[config.mk]
export PLATFORM = sky130hd
export DESIGN_NAME = spi_byte_rx
export DESIGN_NICKNAME = d
export VERILOG_FILES = /design/src/rtl/spi_byte_rx.sv
export SDC_FILE = /design/constraint.sdc
export NUM_CORES = 1
export LEC_CHECK = 0
export ABC_AREA = 1
export CORE_MARGIN = 10
export CORE_UTILIZATION = 40
export CTS_BUF_LIST = sky130_fd_sc_hd__clkbuf_2 sky130_fd_sc_hd__clkbuf_4 sky130_fd_sc_hd__clkbuf_8
export DETAILED_ROUTE_END_ITERATION = 12
export PLACE_DENSITY_LB_ADDON = 0.2
export SLEW_MARGIN = 10
export SYNTH_ARGS = -nofsm -noshare
export SYNTH_HDL_FRONTEND = slang
export SYNTH_SLANG_ARGS = --single-unit
[constraint.sdc]
create_clock -name i_clk -period 1.7 [get_ports i_clk]
set_input_delay 0.51 -clock i_clk [delete_from_list [all_inputs] [get_ports i_clk]]
set_output_delay 0.51 -clock i_clk [all_outputs]
set_load 0.02 [all_outputs]
[src/rtl/spi_byte_rx.sv]
// -----------------------------------------------------------------------------
// spi_byte_rx
//
// SPI slave byte receiver, mode 0, chip select active-low. The SCK, MOSI and CS
// pins are brought into the i_clk domain through equal-depth synchronizers.
// Rising SCK edges are detected in the i_clk domain, and whole bytes are
// assembled from them. Each completed byte is presented on o_data together with
// a single-cycle o_valid strobe. o_first marks the first byte of a CS frame.
//
// Optional feature (compile-time macro):
//   SPI_BYTE_RX_FRAME_ERR_EN - when defined, o_frame_err pulses for one cycle
//                              when CS rises in the middle of a byte. When
//                              undefined, o_frame_err is tied to 0 and
//                              truncated bytes are dropped silently.
//
// Parameters:
//   SYNC_STAGES - flip-flop depth of each pin synchronizer (>= 2)
//   MSB_FIRST   - 1: the first bit on the wire is bit 7; 0: it is bit 0
//
// Ports:
//   i_clk       - system clock, the only clock in this block
//   i_rst       - asynchronous, active-high reset
//   i_sck       - SPI clock pin (asynchronous)
//   i_mosi      - SPI data pin (asynchronous)
//   i_cs        - SPI chip select pin, active-low (asynchronous)
//   o_data      - last completed byte; held until the next byte completes
//   o_valid     - one-cycle strobe, high when o_data updates
//   o_first     - qualifies o_valid; high for the first byte of a CS frame
//   o_busy      - synchronized CS is active (a frame is in progress)
//   o_frame_err - one-cycle pulse when a frame is truncated (optional feature)
// -----------------------------------------------------------------------------
module spi_byte_rx #(
    parameter int SYNC_STAGES = 2,
    parameter bit MSB_FIRST   = 1'b1
) (
    input  logic       i_clk,
    input  logic       i_rst,
    input  logic       i_sck,
    input  logic       i_mosi,
    input  logic       i_cs,
    output logic [7:0] o_data,
    output logic       o_valid,
    output logic       o_first,
    output logic       o_busy,
    output logic       o_frame_err
);

    // -------------------------------------------------------------------------
    // Pin synchronizers. All three chains have the same depth, so a MOSI bit
    // arrives in step with the SCK edge that samples it, and CS stays aligned
    // with both.
    // -------------------------------------------------------------------------
    logic [SYNC_STAGES-1:0] sck_sync;
    logic [SYNC_STAGES-1:0] mosi_sync;
    logic [SYNC_STAGES-1:0] cs_sync;
    logic                   sck_prev;

    logic sck_s;
    logic mosi_s;
    logic cs_s;
    logic sck_rise;

    // NOTE: Registers take non-blocking assignments. Every flop then samples
    // the values from before the clock edge, whatever order the statements
    // are in.
    always_ff @(posedge i_clk or posedge i_rst) begin
        if (i_rst) begin
            sck_sync  <= '0;
            mosi_sync <= '0;
            cs_sync   <= '1;   // CS resets to its idle (deselected) level
            sck_prev  <= 1'b0;
        end else begin
            sck_sync  <= {sck_sync[SYNC_STAGES-2:0],  i_sck};
            mosi_sync <= {mosi_sync[SYNC_STAGES-2:0], i_mosi};
            cs_sync   <= {cs_sync[SYNC_STAGES-2:0],   i_cs};
            sck_prev  <= sck_s;
        end
    end

    assign sck_s    = sck_sync[SYNC_STAGES-1];
    assign mosi_s   = mosi_sync[SYNC_STAGES-1];
    assign cs_s     = cs_sync[SYNC_STAGES-1];
    assign sck_rise = sck_s & ~sck_prev;

    // A frame is in progress while the synchronized CS is low.
    assign o_busy = ~cs_s;

    // -------------------------------------------------------------------------
    // Byte assembly
    // -------------------------------------------------------------------------
    logic [2:0] cnt_q,        cnt_d;
    logic [7:0] shift_q,      shift_d;
    logic [7:0] data_d;
    logic       valid_d;
    logic       first_out_d;
    logic       first_flag_q, first_flag_d;
    logic [7:0] completed;

    // The shift register with the current MOSI bit already merged in. On the
    // eighth rising edge this value is the whole byte.
    always_comb begin
        if (MSB_FIRST) begin
            completed = {shift_q[6:0], mosi_s};
        end else begin
            completed = {mosi_s, shift_q[7:1]};
        end
    end

`ifdef SPI_BYTE_RX_FRAME_ERR_EN
    logic frame_err_d;
`endif

    // NOTE: Each output of this block gets a default value first. Every path
    // then assigns every signal, so no latch is inferred.
    always_comb begin
        cnt_d        = cnt_q;
        shift_d      = shift_q;
        data_d       = o_data;
        valid_d      = 1'b0;
        first_out_d  = 1'b0;
        first_flag_d = first_flag_q;
`ifdef SPI_BYTE_RX_FRAME_ERR_EN
        frame_err_d  = 1'b0;
`endif

        if (cs_s) begin
            // Idle. CS is tested before sck_rise, so a rising edge in the same
            // cycle as CS going high is discarded, and any partial byte is
            // dropped without a strobe.
            cnt_d        = 3'd0;
            shift_d      = 8'h00;
            first_flag_d = 1'b1;
`ifdef SPI_BYTE_RX_FRAME_ERR_EN
            frame_err_d  = (cnt_q != 3'd0);
`endif
        end else if (sck_rise) begin
            shift_d = completed;
            cnt_d   = cnt_q + 3'd1;   // wraps 7 -> 0 for back-to-back bytes
            if (cnt_q == 3'd7) begin
                data_d       = completed;
                valid_d      = 1'b1;
                first_out_d  = first_flag_q;
                first_flag_d = 1'b0;
            end
        end
    end

    always_ff @(posedge i_clk or posedge i_rst) begin
        if (i_rst) begin
            cnt_q        <= 3'd0;
            shift_q      <= 8'h00;
            o_data       <= 8'h00;
            o_valid      <= 1'b0;
            o_first      <= 1'b0;
            first_flag_q <= 1'b1;
        end else begin
            cnt_q        <= cnt_d;
            shift_q      <= shift_d;
            o_data       <= data_d;
            o_valid      <= valid_d;
            o_first      <= first_out_d;
            first_flag_q <= first_flag_d;
        end
    end

`ifdef SPI_BYTE_RX_FRAME_ERR_EN
    always_ff @(posedge i_clk or posedge i_rst) begin
        if (i_rst) begin
            o_frame_err <= 1'b0;
        end else begin
            o_frame_err <= frame_err_d;
        end
    end
`else
    assign o_frame_err = 1'b0;
`endif

endmodule

==> results of run 1 <==
how the worst max path moves through the flow:
stage,from,to,slack (ns),cells after the start
floorplan,cs_sync[1]$_DFF_PP1_,o_busy,0.42,2
global placement,cs_sync[1]$_DFF_PP1_,o_busy,0.08,2
detailed placement,cs_sync[1]$_DFF_PP1_,o_busy,0.07,2
CTS,cs_sync[1]$_DFF_PP1_,o_busy,0.09,2
global route,cs_sync[1]$_DFF_PP1_,o_busy,0.04,2
finish,cs_sync[1]$_DFF_PP1_,o_busy,0.10,2
metal layers:
metal | share of wire, % | vias up | track usage (%)
met4 | 0.63 | 0 | 3.23
met2 | 47 | 10 | 12.5
met3 | 5.2 | 2 | 2.48
li1 | - | 372 | -
met5 | 0 | - | 0
met1 | 47 | 333 | 9.70
flip-flops by register name, indices dropped and copies added, names as in the netlist:
register,count
cnt_q,3
cs_sync,2
first_flag_q,1
mosi_sync,2
o_data,8
o_first,1
o_valid,1
sck_prev,1
sck_sync,2
shift_q,7
cells in the final DEF, fill, tap and decap left out, drive strengths merged:
master	Yosys	final
buf	5	5
clkbuf	0	4
clkdlybuf4s50	0	4
conb	1	1
dfrtp	25	25
dfstp	3	3
dlygate4sd2	0	10
ha	2	2
inv	6	6
nand2	36	36
nand3	10	10
nand4	9	9
nor2	5	5
o21ai	1	1
where the power goes:
| part | switching [mW] | total, mW | internal, mW | leakage (nW) |
|---|---|---|---|---|
| Sequential | 0.00807 | 0.689 | 0.681 | 0.368 |
| Combinational | 0.0386 | 0.0573 | 0.0188 | 0.353 |
| Clock | 0.175 | 0.282 | 0.107 | 0.0184 |
| Total | 0.222 | 1.03 | 0.807 | 0.739 |
critical path: stages, from the launching register on:
cell,delay (ns)
dfstp_2,0.57
inv_1,0.05
buf_2,0.15
timing repair:
action	in CTS	in global routing
endpoints found under the hold margin	0	0
gates resized for setup	14	0
setup endpoints to repair	11	0
layout make-up:
class | count | area [um2] | area share (%)
clock buffer | 4 | 30.0 | 2.38
inverter | 6 | 22.5 | 1.78
multi-input combinational | 64 | 305 | 24.2
sequential | 28 | 704 | 55.8
tap | 30 | 37.5 | 2.97
timing repair buffer | 19 | 163 | 12.9
stage by stage:
step	setup WS, ns	cell area (um2)	cells	hold slack (ns)
after floorplan	0.424	1060	103	0.331
after global placement	0.0786	1250	147	0.332
after detailed placement	0.0748	1250	147	0.337
after CTS	0.0858	1260	151	0.368
after global routing	0.0420	1260	151	0.367
final	0.102	1260	151	0.364
kinds of logic after synthesis:
logic type | after synthesis
simple gates | 60
fa+ha+maj | 2
compound gates | 1
buf+inv | 11
flops | 28
other cells | 1
==> impl_metrics.ini, run 1 <==
[drt]
vias_per_cell = 4.75
drc = 0
num_vias = 717
wl_per_cell_um = 12.5
drt_wl_total_mm = 1.89
postRouteAntennaNets = 0
drtPass1Iterations = 2
first_iter_violations = 38

[logic_synthesis]
seq_area_frac_synth_pct = 66.3
ys_top_cells_by_area = dfrtp_1, nand2_1, dfstp_2
muxShareOfSynthArea_pct = 0
netlist_area_um2 = 1060
ys_async_sr_fraction_pct = 100
ys_top_cells_by_count = nand2_1, dfrtp_1, nand3_1, nand4_1, inv_1
synth_edf_count = 0
synth_cell_types = 14
syn_inst = 103
yosysTopAreaCellShare_pct = 58.9
synthXorXnorAreaFrac_pct = 0
synth_warnings = 0
syn-num-nets = 110
yosys_most_used_dff = dfrtp_1
synth.avg_cell_area_um2 = 10.3
yosys.area_share.simple_pct = 25.6
synth_area_leader_cell = dfrtp_1
synth_top_family_by_area = simple AND/OR/NAND/NOR gates
synth-seq-cells = 28
yosysMostFrequentCell = nand2_1
synth_compound_area_share_pct = 0.471
synth_fa_ha_area_share_pct = 2.36

[clock_network]
root_buffer = clkbuf_4
path_clk_slew_ns = 0.14
cts_buffer_depth = 2
clk_latency_ns = 0.31
cts_tree = done
h-tree-depth = 1
cts.sinks = 28
cts_buffers = 3
ctsHoldBuffers = 0
post_cts_buffers = 0

[critical_path]
critical_path_class = reg2out
r2r_cells = 5
required_ns = 1.19
arrival_ns = 1.09
regToRegSetupSlack_ns = 0.39
cp_max_fo = 3
crit_path_end_kind = primary output
worstReg2RegEnd = first_flag_q$_DFFE_PP1P_
critical_path.startpoint_type = register
regToRegStartpoint = cnt_q[0]$_DFFE_PP0P_

[power_and_ir_drop]
power.density_nw_per_um2 = 815
p_leak_nw = 0.739
vdd_ir_drop_max_uv = 458
fin_total_pwr_mw = 1.03

[placement]
hpwl_mm = 1.35
gp_congestion = 0.789
io_buffers = 15

[sta]
fmax_ghz = 0.626
finalHoldViolations = 0
finalMaxSlewViolations = 0
tns_ns = 0
finalCriticalPeriod_ns = 1.60
grt_setup_unrepaired = false
period_share_pct = 94.0
fin_skew_ns = 0.0110
setup_viol = 0

[grt]
grt-ovfl-total = 0
antenna_found_initial = 0
grt_max_degree = 29
grt_util_all_layers_pct = 7.92
grt_pass1_wl_mm = 3.35
grt_pass1_vias = 727

[cells_and_area]
fillers = 246
n_antenna_cell = 0
fin_util_pct = 50.5
layout.nets = 129
drive_above_1_share_pct = 12.4
syn2layout_area_growth_pct = 18.8

[die]
chipWidth_um = 71.5
die_y_um = 71.5
start_util_pct = 42.5
rows = 18
fp.coreArea_um2 = 2500
boundaryPins = 17
die_area_um2 = 5120

[hold_path]
hold_end = mosi_sync[1]$_DFF_PP0_
min_path_cells = 0
worstHoldStart = mosi_sync[0]$_DFF_PP0_
min_path_type = reg2reg

[outcome]
outcome = finished clean

[job]
maxCapViolCount = 0
(Power assumes the default switching activity.)
==> run 2, diff against run 1 <==
--- a/config.mk
+++ b/config.mk
@@ -10,6 +10,7 @@
 export CORE_UTILIZATION = 40
 export CTS_BUF_LIST = sky130_fd_sc_hd__clkbuf_2 sky130_fd_sc_hd__clkbuf_4 sky130_fd_sc_hd__clkbuf_8
 export DETAILED_ROUTE_END_ITERATION = 12
+export GPL_TIMING_DRIVEN = 0
 export PLACE_DENSITY_LB_ADDON = 0.2
 export SLEW_MARGIN = 10
 export SYNTH_ARGS = -nofsm -noshare
==> impl_metrics.ini, run 2 (same netlist as run 1, synthesis figures left out) <==
[placement]
io_buffers = 15
gp_congestion = 0.802
place_inst = 148
dp_slack_ns = -0.146
hpwl_mm = 1.32

[drt]
wl_per_cell_um = 12.3
postRouteAntennaNets = 0
drc = 0
drtPass1Iterations = 4
first_iter_violations = 35
num_vias = 718
drt_wl_total_mm = 1.88
vias_per_cell = 4.72

[grt]
grt_max_degree = 29
grt_pass1_wl_mm = 3.31
grt-ovfl-total = 0
antenna_found_initial = 0
grt_util_all_layers_pct = 7.72
grt_pass1_vias = 711

[sta]
period_share_pct = 95.8
maxSlewHeadroom_pct = 32.2
fmax_ghz = 0.614
finalCriticalPeriod_ns = 1.63
fin_skew_ns = 0.00474
grt_setup_unrepaired = false
hold_slack_ns = 0.366
setup_slack_ns = 0.0720
finalMaxSlewViolations = 0
tightest_slew_ns = 1.02
finalHoldViolations = 0
setup_viol = 0

[clock_network]
cts_buffers = 3
clk_latency_ns = 0.32
cts.sinks = 28
h-tree-depth = 1
root_buffer = clkbuf_4
path_clk_slew_ns = 0.14
cts_tree = done
ctsHoldBuffers = 0
cts_buffer_depth = 2

[critical_path]
critical_path.startpoint_type = register
endpoint = o_busy
regToRegSetupSlack_ns = 0.31
crit_chain = inv_4 > buf_6
critPathLaunch = cs_sync[1]$_DFF_PP1_
crit_path_end_kind = primary output
worstReg2RegEnd = first_flag_q$_DFFE_PP1P_
r2r_cells = 6
crit_family = flip-flops
cp_max_fo = 12
regToRegStartpoint = cnt_q[0]$_DFFE_PP0P_
path_buf_inv = 2
critical_path_class = reg2out
arrival_ns = 1.12
cp.depth = 2
critPathSlowestCell = dfstp_2
max_stage_delay_ns = 0.59
required_ns = 1.19

[power_and_ir_drop]
fin_total_pwr_mw = 1.17
p_leak_nw = 0.753
power.density_nw_per_um2 = 904
vdd_ir_drop_max_uv = 584

[cells_and_area]
fin_util_pct = 51.9
layout.nets = 130
n_antenna_cell = 0
final_cell_mix = nand2_1, dfrtp_1, nand3_1, dlygate4sd2_1, nand4_1
regMostFlops = o_data
largest_reg_flops = 8
post_layout_nonfiller_instances = 152
syn2layout_area_growth_pct = 22.0
drive_above_1_share_pct = 13.9
largestRegisters = o_data x8, shift_q x7, cnt_q x3
final_common_cell = nand2_1

[die]
chipWidth_um = 71.5
boundaryPins = 17
start_util_pct = 42.5
die_y_um = 71.5
die_area_um2 = 5120
fp.coreArea_um2 = 2500
rows = 18

[hold_path]
min_path_type = reg2reg

[outcome]
outcome = finished clean

[job]
maxCapViolCount = 0
## run 2: cell types whose count changed in the layout (fill, tap and decap cells not counted), sizes merged
| cell | change |
|---|---|
| buf | +1 |
| bufinv | +1 |
| clkbuf | -1 |
## run 2: how the worst min path moves through the flow
stage	end	start	cells after the start
after floorplan	mosi_sync[1]$_DFF_PP0_	mosi_sync[0]$_DFF_PP0_	0
after global placement	sck_sync[1]$_DFF_PP0_	sck_sync[0]$_DFF_PP0_	0
after global routing	cs_sync[1]$_DFF_PP1_	cs_sync[0]$_DFF_PP1_	0
final	cs_sync[1]$_DFF_PP1_	cs_sync[0]$_DFF_PP1_	0
after detailed placement	sck_sync[1]$_DFF_PP0_	sck_sync[0]$_DFF_PP0_	0
after CTS	cs_sync[1]$_DFF_PP1_	cs_sync[0]$_DFF_PP1_	0
## run 2: area by class of cell
type / instances / area (um2)
timing repair buffer: 16 / 146
sequential: 28 / 704
tap: 30 / 37.5
fill: 232 / 1200
clock inverter: 1 / 30.0
buffer: 4 / 25.0
clock buffer: 3 / 22.5
inverter: 6 / 25.0
multi-input combinational: 64 / 305
## run 2: routing by layer
metal / up-vias / track usage (%) / wire length, um
met4: 0 / 4.30 / 12
met5: - / 0 / 0
met1: 330 / 9.54 / 892
met2: 14 / 11.3 / 845
met3: 2 / 2.89 / 126
li1: 372 / - / -
## run 2: per-stage QoR
stage                     cell area (um2)  TNS (ns)
after floorplan                      1060         0
after global placement               1250     -1.61
after detailed placement             1250     -2.61
after CTS                            1310   -0.0290
after global routing                 1300         0
final                                1300         0
## run 2: where the power goes
part           leakage, nW  internal, mW  switching (mW)
Sequential           0.368         0.681         0.00816
Clock               0.0279         0.238           0.184
Combinational        0.357        0.0206          0.0394
## run 2: timing repair
item,4_1_cts,5_1_grt
setup endpoints to repair,11,1
setup buffers,1,0
resized for setup,19,1
==> run 3, diff against run 2 <==
--- a/config.mk
+++ b/config.mk
@@ -6,6 +6,7 @@
 export NUM_CORES = 1
 export LEC_CHECK = 0
 export ABC_AREA = 1
+export CAP_MARGIN = 25
 export CORE_MARGIN = 10
 export CORE_UTILIZATION = 40
 export CTS_BUF_LIST = sky130_fd_sc_hd__clkbuf_2 sky130_fd_sc_hd__clkbuf_4 sky130_fd_sc_hd__clkbuf_8
==> impl_metrics.ini, run 3 (same netlist as run 1, synthesis figures left out) <==
[outcome]
outcome = finished clean

[cells_and_area]
n_antenna_cell = 0
regMostFlops = o_data
layout.nets = 131
largest_reg_flops = 8
syn2layout_area_growth_pct = 24.6
drive_above_1_share_pct = 14.6
multi_input_area_um2 = 305
final_area_um2 = 1320
ff_latch_area_um2 = 704
fillers = 227
largestRegisters = o_data x8, shift_q x7, cnt_q x3
final_cell_mix = nand2_1, dfrtp_1, nand3_1, dlygate4sd2_1, nand4_1
final_common_cell = nand2_1

[power_and_ir_drop]
p_leak_nw = 0.766
power.density_nw_per_um2 = 894
fin_total_pwr_mw = 1.18
vdd_ir_drop_max_uv = 591

[drt]
drtPass1Iterations = 4
first_iter_violations = 34
drc = 0
drt_wl_total_mm = 1.90
num_vias = 730
wl_per_cell_um = 12.4
postRouteAntennaNets = 0
vias_per_cell = 4.77

[placement]
hpwl_mm = 1.32
placed_area_um2 = 1250
io_buffers = 15
gp_congestion = 0.802

[grt]
grt.busiest_layer = met2
antenna_found_initial = 0
grt_util_met1_pct = 9.54
grt_pass1_wl_mm = 3.31
grt_pass1_vias = 711
grt_util_met3_pct = 2.89
grt_max_degree = 29
grt_util_all_layers_pct = 7.72
use_met2_pct = 11.3
grt-ovfl-total = 0

[sta]
fmax_ghz = 0.614
setup_viol = 0
grt_setup_unrepaired = false
finalHoldViolations = 0
fin_skew_ns = 0.00281
period_share_pct = 95.8
finalCriticalPeriod_ns = 1.63
finalMaxSlewViolations = 0

[clock_network]
root_buffer = clkbuf_4
ctsHoldBuffers = 0
cts_buffer_depth = 2
h-tree-depth = 1
cts_tree = done
cts.sinks = 28
cts_buffers = 3
path_clk_slew_ns = 0.14
clk_latency_ns = 0.32

[hold_path]
hold_end = cs_sync[1]$_DFF_PP1_
worstHoldStart = cs_sync[0]$_DFF_PP1_
min_path_type = reg2reg
min_path_cells = 0

[die]
rows = 18
chipWidth_um = 71.5
die_area_um2 = 5120
fp.coreArea_um2 = 2500
boundaryPins = 17
die_y_um = 71.5
start_util_pct = 42.5

[critical_path]
required_ns = 1.19
critical_path_class = reg2out
cp_max_fo = 12
worstReg2RegEnd = first_flag_q$_DFFE_PP1P_
regToRegSetupSlack_ns = 0.30
regToRegStartpoint = cnt_q[0]$_DFFE_PP0P_
r2r_cells = 6
crit_path_end_kind = primary output
arrival_ns = 1.12
critical_path.startpoint_type = register

[job]
maxCapViolCount = 0
==> run 3: cell count changes in the layout (fill, tap and decap cells not counted), sizes merged <==
cell,previous run,this run
buf,6,7
==> run 3: layout make-up <==
cell class,instances,area share [%]
Buffer,4,1.89
Clock buffer,3,1.70
Clock inverter,1,2.27
Inverter,6,1.89
Multi-Input combinational cell,64,23.1
Sequential cell,28,53.2
Tap cell,30,2.84
Timing Repair Buffer,17,13.1
==> run 3: repair_timing <==
item / CTS / global route
buffers inserted: 1 / 0
setup endpoints to repair: 11 / 1
resized for setup: 19 / 1
==> run 3: how the worst max path moves through the flow <==
stage	slack [ns]	from	cells after the start	to
after floorplan	0.42	cs_sync[1]$_DFF_PP1_	2	o_busy
after global placement	-0.15	cs_sync[1]$_DFF_PP1_	3	o_busy
after detailed placement	-0.15	cs_sync[1]$_DFF_PP1_	3	o_busy
after CTS	-0.03	cs_sync[1]$_DFF_PP1_	3	o_busy
after global routing	0.008	cs_sync[1]$_DFF_PP1_	2	o_busy
final	0.07	cs_sync[1]$_DFF_PP1_	2	o_busy
==> run 3: where the power goes <==
group / leakage, nW / switching, mW / internal, mW / total (mW)
logic: 0.370 / 0.0408 / 0.0270 / 0.0678
registers: 0.368 / 0.00817 / 0.681 / 0.689
clock network: 0.0279 / 0.188 / 0.238 / 0.427
==> run 3: critical path, stage by stage (launching register included) <==
cell and delay (ns):
dfstp_2 0.59, inv_4 0.07, buf_6 0.13
==> run 3: per-stage QoR <==
stage | setup WS, ns | TNS [ns] | util [%] | std cells | hold slack, ns
2_1_floorplan | 0.424 | 0 | - | 103 | 0.331
3_3_place_gp | -0.148 | -1.61 | 50.0 | 148 | 0.332
3_5_place_dp | -0.146 | -2.61 | 50.0 | 148 | 0.336
4_1_cts | -0.0290 | -0.0290 | 52.2 | 153 | 0.368
5_1_grt | 0.00758 | 0 | 53.0 | 153 | 0.369
6_report | 0.0710 | 0 | 53.0 | 153 | 0.367
==> run 3: layer usage <==
layer	wire length, um	vias up
li1	-	373
met1	884	338
met2	884	17
met3	117	2
met4	12	0
met5	0	-
